[src/rtl/oam_dma_engine.sv]
// oam_dma_engine: copies XFER_LEN bytes from page SRC into OAM through the MMU DMA port
module oam_dma_engine #(
  parameter int READ_LAT = 1,
  parameter int XFER_LEN = 160
) (
  input  logic        clk,
  input  logic        rst,
  input  logic [15:0] mmio_addr_select,
  input  logic [7:0]  mmio_write_value,
  input  logic        mmio_write_enable,
  output logic [7:0]  mmio_read_out,
  output logic [15:0] dma_addr_select,
  output logic [7:0]  dma_write_value,
  output logic        dma_write_enable,
  input  logic [7:0]  dma_read_out,
  output logic        active
);
  localparam logic [1:0] IDLE  = 2'd0;
  localparam logic [1:0] READ  = 2'd1;
  localparam logic [1:0] WRITE = 2'd2;
  localparam int CW = $clog2(READ_LAT + 2);
  logic [1:0]    state;
  logic [7:0]    src, src_l, idx, data;
  logic [CW-1:0] cnt;
  logic          we_q, sel, start, last_byte, cnt_done;
  assign sel       = mmio_addr_select == 16'hFF46;
  assign start     = sel & mmio_write_enable & ~we_q;
  assign last_byte = idx == 8'(XFER_LEN - 1);
  assign cnt_done  = cnt == CW'(READ_LAT);
  // SRC register and write-enable history used for start edge detection
  always_ff @(posedge clk) begin
    if (rst) begin
      src  <= 8'hFF;
      we_q <= 1'b0;
    end else begin
      we_q <= mmio_write_enable;
      if (sel && mmio_write_enable) src <= mmio_write_value;
    end
  end
  // transfer sequencer; a start in any state restarts from byte 0 of the new page
  always_ff @(posedge clk) begin
    if (rst) begin
      state <= IDLE;
      src_l <= 8'hFF;
      idx   <= 8'h00;
      cnt   <= '0;
      data  <= 8'h00;
    end else if (start) begin
      state <= READ;
      src_l <= mmio_write_value;
      idx   <= 8'h00;
      cnt   <= '0;
    end else begin
      case (state)
        READ: begin
          cnt <= cnt + 1'b1;
          if (cnt_done) begin
            data  <= dma_read_out;
            state <= WRITE;
          end
        end
        WRITE: begin
          cnt   <= '0;
          state <= last_byte ? IDLE : READ;
          if (!last_byte) idx <= idx + 8'h01;
        end
        IDLE:    cnt <= '0;
        default: state <= IDLE;
      endcase
    end
  end
  // bus and register outputs decoded from the registered state
  always_comb begin
    dma_addr_select  = state == READ ? {src_l, idx} : state == WRITE ? {8'hFE, idx} : 16'hFFFF;
    dma_write_enable = state == WRITE;
    dma_write_value  = state == WRITE ? data : 8'h00;
    active           = state != IDLE;
    mmio_read_out    = sel ? src : 8'hFF;
  end
endmodule

[config.mk]
export PLATFORM = sky130hd
export DESIGN_NAME = oam_dma_engine
export DESIGN_NICKNAME = d
export VERILOG_FILES = /design/src/rtl/oam_dma_engine.sv
export SDC_FILE = /design/constraint.sdc
export NUM_CORES = 1
export LEC_CHECK = 0
export ABC_CLOCK_PERIOD_IN_PS = 5200
export CELL_PAD_IN_SITES_DETAIL_PLACEMENT = 0
export CELL_PAD_IN_SITES_GLOBAL_PLACEMENT = 1
export CORE_MARGIN = 2
export CORE_UTILIZATION = 35
export DETAILED_ROUTE_END_ITERATION = 12
export PLACE_DENSITY_LB_ADDON = 0.1
export SYNTH_ARGS = -nofsm -noshare
export SYNTH_HDL_FRONTEND = slang
export SYNTH_SLANG_ARGS = --single-unit
[constraint.sdc]
create_clock -name clk -period 5.2 [get_ports clk]
set_input_delay 0.52 -clock clk [delete_from_list [all_inputs] [get_ports clk]]
set_output_delay 0.52 -clock clk [all_outputs]
set_load 0.02 [all_outputs]
==> results of run 1 <==
## logic make-up (layout without fill, tap and decap cells)
group | Yosys count | after routing | synth area share [%]
multiplexers | 9 | 9 | 4.62
adder cells (fa/ha/maj) | 6 | 6 | 3.85
buffers and inverters | 21 | 85 | 5.19
XOR/XNOR | 3 | 3 | 1.35
flip-flops | 37 | 37 | 37.9
AND/OR/NAND/NOR | 85 | 85 | 28.8
AO/OA/AOI/OAI | 47 | 47 | 18.2
## state kept, by name (all words and copies together) (netlist names)
| register | flops |
|---|---|
| data | 8 |
| idx | 8 |
| src | 8 |
| src_l | 8 |
| cnt | 2 |
| state | 2 |
| we_q | 1 |
## metrics by stage
| stage | worst slack [ns] | hold WS (ns) | utilization, % | instance area (sq um) | std cells |
|---|---|---|---|---|---|
| finish | 2.23 | 0.470 | 51.2 | 2790 | 344 |
| CTS | 2.18 | 0.473 | 51.2 | 2790 | 344 |
| floorplan | 3.07 | 0.444 | - | 1950 | 208 |
| global placement | 2.27 | 0.457 | 49.0 | 2670 | 336 |
| detailed placement | 2.27 | 0.460 | 49.0 | 2670 | 336 |
| global route | 2.03 | 0.494 | 51.2 | 2790 | 344 |
## per-layer routing
| layer | share of wire, % | wire (microns) |
|---|---|---|
| met5 | 0 | 0 |
| met4 | 0.55 | 24 |
| met2 | 43 | 1860 |
| met3 | 7.0 | 303 |
| met1 | 50 | 2160 |
## layout make-up
| cell class | instances | area [sq um] |
|---|---|---|
| inverters | 6 | 22.5 |
| fillers | 526 | 2650 |
| repair buffers | 71 | 703 |
| clock inverters | 2 | 37.5 |
| clock buffers | 6 | 82.6 |
| well taps | 72 | 90.1 |
| flip-flops and latches | 37 | 741 |
| multi-input cells | 150 | 1110 |
## cells in the final DEF, fill, tap and decap left out, drive strengths merged, types with 6 or more instances in the layout
| master | Yosys | layout |
|---|---|---|
| inv | 6 | 6 |
| and2 | 9 | 9 |
| a21oi | 11 | 11 |
| mux2i | 9 | 9 |
| clkbuf | 7 | 6 |
| ha | 6 | 6 |
| a311o | 8 | 8 |
| nand2b | 31 | 31 |
| clkdlybuf4s50 | 0 | 68 |
| or2 | 9 | 9 |
| a211o | 8 | 8 |
| dfxtp | 37 | 37 |
| a21boi | 15 | 15 |
| nor2 | 8 | 8 |
## worst max-delay path by stage
| stage | slack [ns] | end | cells after the start | startpoint |
|---|---|---|---|---|
| final | 2.23 | dma_addr_select[7] | 5 | state[0] |
| after global placement | 2.27 | mmio_read_out[5] | 6 | mmio_addr_select[11] |
| after detailed placement | 2.27 | mmio_read_out[7] | 6 | mmio_addr_select[8] |
| after global routing | 2.03 | dma_addr_select[4] | 5 | state[0] |
| after floorplan | 3.07 | mmio_read_out[0] | 4 | mmio_addr_select[5] |
| after CTS | 2.18 | dma_addr_select[7] | 5 | state[0] |
## where the power goes
part           switching, W   total, W  internal (W)
clock              0.000103   0.000259      0.000156
sequential     0.0000000936   0.000284      0.000283
combinational     0.0000159  0.0000448     0.0000289
total              0.000119   0.000587      0.000468
## worst reg2reg max path, delay by kind of cell, from the launching register on
| family | cells | cell delay, ns |
|---|---|---|
| AND/OR/NAND/NOR | 2 | 0.97 |
| AO/OA/AOI/OAI | 1 | 0.14 |
| adder cells (fa/ha/maj) | 1 | 0.60 |
| buffers and inverters | 1 | 0.11 |
| flip-flops | 1 | 0.33 |
==> qor.yml, run 1 <==
ff2ff_setup_slack_ns: 2.99
yosysTopAreaCell: "dfxtp_1"
vias_per_cell: 4.82
grtUsageTotal_pct: 15.0
finalHoldViolations: 0
grt_max_degree: 37
ff2ff_path_depth: 5
drt_pass1_iterations: 4
grt_antenna_before_repair: 0
synth_edf_count: 0
synth_area_sq_um: 1950
start_util_pct: 35.9
drt_iter0_drc: 38
slew_headroom_pct: 55.3
synth_top_area_share_pct: 37.9
antenna_cells: 0
maxCapViolCount: 0
grt_pass1_wl_mm: 7.51
vias: 1657
syn_to_final_growth_pct: 42.8
grt_use_met1_pct: 20.8
clkLatencyLatePin_ns: 0.28
max_freq_mhz: 337
end_kind: "output port"
path_max_fanout: 20
crit_family: "buffers and inverters"
min_to: "data[2]"
dieArea_sq_um: 6190
cts_root_buf: "clkbuf_8"
grtUsageMet3_pct: 4.94
synth_commonest_cells: "dfxtp_1 (37), nand2b_1 (31), a21boi_0 (11)"
tritoncts: "done"
drive_gt1_share_pct: 9.19
skew_ns: 0.00533
finalNetCount: 312
cts_hold_buffers: 0
arrival_ns: 2.45
path_class: "reg2out"
grt_setup_unrepaired: "no"
post-cts-setup-buffers: 0
clk_path_buf_depth: 2
synthDistinctLibCells: 38
gp_congestion: 0.741
grt_pass1_vias: 1582
min-delay-start: "data[2]"
clock-sinks: 37
async_flop_share_pct: 0
cts_resized: 0
slowest_delay_ns: 0.60
synth_fp_nets: 249
io-pin-count: 69
setup_violations: 0
r2r-start: "state[0]"
num_rows: 27
worstSetupStartpointType: "flip-flop"
required_ns: 4.68
setup-tns-final_ns: 0
avgSynthCellArea_sq_um: 9.38
r2r-end: "idx[5]"
route.detailed.wl_per_inst_microns: 12.6
worst_slew_pin_slew_ns: 0.670
io_buffers: 68
die_width_microns: 78.7
finalMaxSlewViolations: 0
power.density_nw_per_um2: 211
hold-path-cell-count: 2
outcome: "completed"
yosysWarnings: 0
dieHeight_microns: 78.7
hpwl_mm: 3.02
crit_chain: "inv_1, ha_1, nor2_1, or2_2, clkdlybuf4s50_1"
yosysMostFrequentCell: "dfxtp_1"
critPathSlowestCell: "ha_1"
core_area_sq_um: 5440
path_buf_inv: 2
ant_nets: 0
finalPower_w: 0.000587
vdd_ir_drop_max_uv: 115
ys_ff_latch: 37
period_share_pct: 57.1
numCtsBuffers: 5
leakage_nw: 0.978
syn_inst: 208
hold_path_class: "reg2reg"
final.min_clock_period_ns: 2.97
route.detailed.drc: 0
gr-total-overflow: 0
drt-total-wl_mm: 4.34
ys.flop_type: "dfxtp_1"
cts.clk_slew.worst_paths_ns: 0.07
cts-htree-levels: 2
met2_usage_pct: 22.6
top_usage_layer: "met2"
ys_seq_area_share_pct: 37.9
synthTopCellsByArea: "dfxtp_1 (38%), nand2b_1 (9.9%), mux2i_1 (4.6%)"
Power figures use the tool's default switching activity.
==> inputs of run 2 (changes only) <==
--- a/config.mk
+++ b/config.mk
@@ -5,11 +5,11 @@
 export SDC_FILE = /design/constraint.sdc
 export NUM_CORES = 1
 export LEC_CHECK = 0
-export ABC_CLOCK_PERIOD_IN_PS = 5200
+export ABC_CLOCK_PERIOD_IN_PS = 2400
 export CELL_PAD_IN_SITES_DETAIL_PLACEMENT = 0
 export CELL_PAD_IN_SITES_GLOBAL_PLACEMENT = 1
 export CORE_MARGIN = 2
-export CORE_UTILIZATION = 35
+export CORE_UTILIZATION = 30
 export DETAILED_ROUTE_END_ITERATION = 12
 export PLACE_DENSITY_LB_ADDON = 0.1
 export SYNTH_ARGS = -nofsm -noshare
==> constraint.sdc (replaced) <==
create_clock -name clk -period 2.4 [get_ports clk]
set_input_delay 0.24 -clock clk [delete_from_list [all_inputs] [get_ports clk]]
set_output_delay 0.24 -clock clk [all_outputs]
set_load 0.02 [all_outputs]
==> run 2 against run 1 <==
Net effect:
- final cell count up 3.2%
- combinational power up 130%
- via count up 2.4%
- register-to-register slack worse by 2.5 ns
- first-iteration DRC count up 37%
- clock skew up 0.0046 ns
- final area up 1.3%
- sequential power up 120%
- total power up 98%
- sequential share of layout area down 0.34 points
- die area up 16%
- non-clock buffer count up 6
- largest cell class unchanged
==> qor.yml, run 2 (synthesized netlist as in run 1, its figures left out) <==
arrival_ns: 2.01  # was 2.45 ns
ff2ff_path_depth: 6  # was 5
grt_setup_unrepaired: "no"  # unchanged
end_kind: "output port"  # unchanged
final.min_clock_period_ns: 2.25
drt-total-wl_mm: 4.70  # was 4.34 mm
vias_per_cell: 4.78  # was 4.82
gr-total-overflow: 0  # unchanged
hold_path_class: "reg2reg"  # unchanged
final_cells: 355  # was 344
path_max_fanout: 23  # was 20
cts_resized: 0  # unchanged
grtUsageTotal_pct: 13.4  # was 15.0%
cts_hold_buffers: 0  # unchanged
drive_gt1_share_pct: 11.5  # was 9.19%
finalHoldViolations: 0  # unchanged
cts_root_buf: "clkbuf_8"  # unchanged
drt_iter0_drc: 52  # was 38
dieHeight_microns: 84.7  # was 78.7 microns
dieArea_sq_um: 7170  # was 6190 sq um
crit_end: "mmio_read_out[5]"  # was dma_addr_select[7]
route.detailed.drc: 0  # unchanged
leakage_nw: 0.999  # was 0.978 nW
grt_pass1_vias: 1698  # was 1582
core_area_sq_um: 6310  # was 5440 sq um
num_rows: 29  # was 27
antenna_cells: 0  # unchanged
route.detailed.wl_per_inst_microns: 13.2  # was 12.6 microns
io_buffers: 68  # unchanged
grt_max_degree: 24  # was 37
io-pin-count: 69  # unchanged
grt_pass1_wl_mm: 7.87  # was 7.51 mm
place_ws_ns: 0.150  # was 2.27 ns
clkLatencyLatePin_ns: 0.29  # was 0.28 ns
grt_antenna_before_repair: 0  # unchanged
numCtsBuffers: 5  # unchanged
vias: 1696  # was 1657
finalPower_w: 0.00117  # was 0.000587 W
skew_ns: 0.00988  # was 0.00533 ns
slew_headroom_pct: 59.0  # was 55.3%
power.density_nw_per_um2: 413  # was 211 nW/um^2
final_cell_mix: "clkdlybuf4s50_1 (68), dfxtp_1 (37), nand2b_1 (31), a21boi_0 (11), a21oi_1 (10)"  # unchanged
ff2ff_setup_slack_ns: 0.48  # was 2.99 ns
period_share_pct: 93.7
outcome: "completed"  # unchanged
drt_pass1_iterations: 4  # unchanged
finalNetCount: 318  # was 312
worst_slew_pin_slew_ns: 0.616  # was 0.670 ns
critPathLaunch: "mmio_addr_select[2]"  # was state[0]
r2r-start: "state[0]"  # unchanged
path_class: "in2out"  # was reg2out
clock-sinks: 37  # unchanged
required_ns: 2.16  # was 4.68 ns
finalMaxSlewViolations: 0  # unchanged
clk_path_buf_depth: 2  # unchanged
maxCapViolCount: 0  # unchanged
gp_congestion: 0.681  # was 0.741
cts.clk_slew.worst_paths_ns: 0.08  # was 0.07 ns
setup-tns-final_ns: 0  # unchanged
max_freq_mhz: 445
cts-htree-levels: 2  # unchanged
setup_ws_ns: 0.152  # was 2.23 ns
dp.cells: 347  # was 336
setup_violations: 0  # unchanged
hpwl_mm: 3.46  # was 3.02 mm
tritoncts: "done"  # unchanged
final_common_cell: "clkdlybuf4s50_1"  # unchanged
start_util_pct: 30.9  # was 35.9%
post-cts-setup-buffers: 0  # unchanged
r2r-end: "idx[5]"  # unchanged
worstSetupStartpointType: "primary input"  # was flip-flop
syn_to_final_growth_pct: 44.6  # was 42.8%
die_width_microns: 84.7  # was 78.7 microns
vdd_ir_drop_max_uv: 270  # was 115 uV
ant_nets: 0  # unchanged
[run 2: power breakdown]
group	switching [W]	total [W]	internal, W	leakage, nW
clock	0.000243	0.000449	0.000206	0.0445
combinational	0.0000359	0.000102	0.0000660	0.656
sequential	0.000000294	0.000614	0.000614	0.299
total	0.000279	0.00117	0.000886	0.999
[run 2: per-layer routing]
metal	vias up	routed length, microns	global-route usage [%]
met1	791	2150	16.2
met5	-	0	0
met3	5	157	2.95
met4	0	40	3.90
met2	29	2340	23.8
li1	871	-	-
[run 2: layout make-up]
| type | count | area, sq um |
|---|---|---|
| clock buffers | 5 | 68.8 |
| clock inverters | 3 | 21.3 |
| fillers | 637 | 3490 |
| inverters | 6 | 22.5 |
| multi-input cells | 150 | 1110 |
| flip-flops and latches | 37 | 741 |
| well taps | 77 | 96.3 |
| repair buffers | 77 | 761 |
[run 2: worst min path at each step]
stage | end | depth (start not counted) | startpoint
detailed placement | data[0] | 2 | data[0]
global placement | data[6] | 2 | data[6]
finish | data[7] | 2 | data[7]
global route | data[6] | 2 | data[6]
floorplan | src[0] | 1 | mmio_write_value[0]
CTS | data[7] | 2 | data[7]
[run 2: critical path, stage by stage]
cell and delay [ns]:
clkdlybuf4s50_1 0.51, nand4bb_4 0.13, nor4_4 0.33, buf_12 0.20, nand2b_1 0.07, clkdlybuf4s50_1 0.53
[run 2: through the flow]
step                hold slack (ns)  util, %  cell area (sq um)
finish                        0.469     44.7               2820
global route                  0.493     44.7               2820
CTS                           0.477     44.7               2820
detailed placement            0.462     43.2               2730
global placement              0.454     43.2               2730
floorplan                     0.358        -               1950
==> inputs of run 3 (changes only) <==
--- a/config.mk
+++ b/config.mk
@@ -10,6 +10,7 @@
 export CELL_PAD_IN_SITES_GLOBAL_PLACEMENT = 1
 export CORE_MARGIN = 2
 export CORE_UTILIZATION = 30
+export CTS_CLUSTER_DIAMETER = 60
 export DETAILED_ROUTE_END_ITERATION = 12
 export PLACE_DENSITY_LB_ADDON = 0.1
 export SYNTH_ARGS = -nofsm -noshare
==> results of run 3 <==
Same layout as run 2: the final DEF is identical, and so are final timing and power.
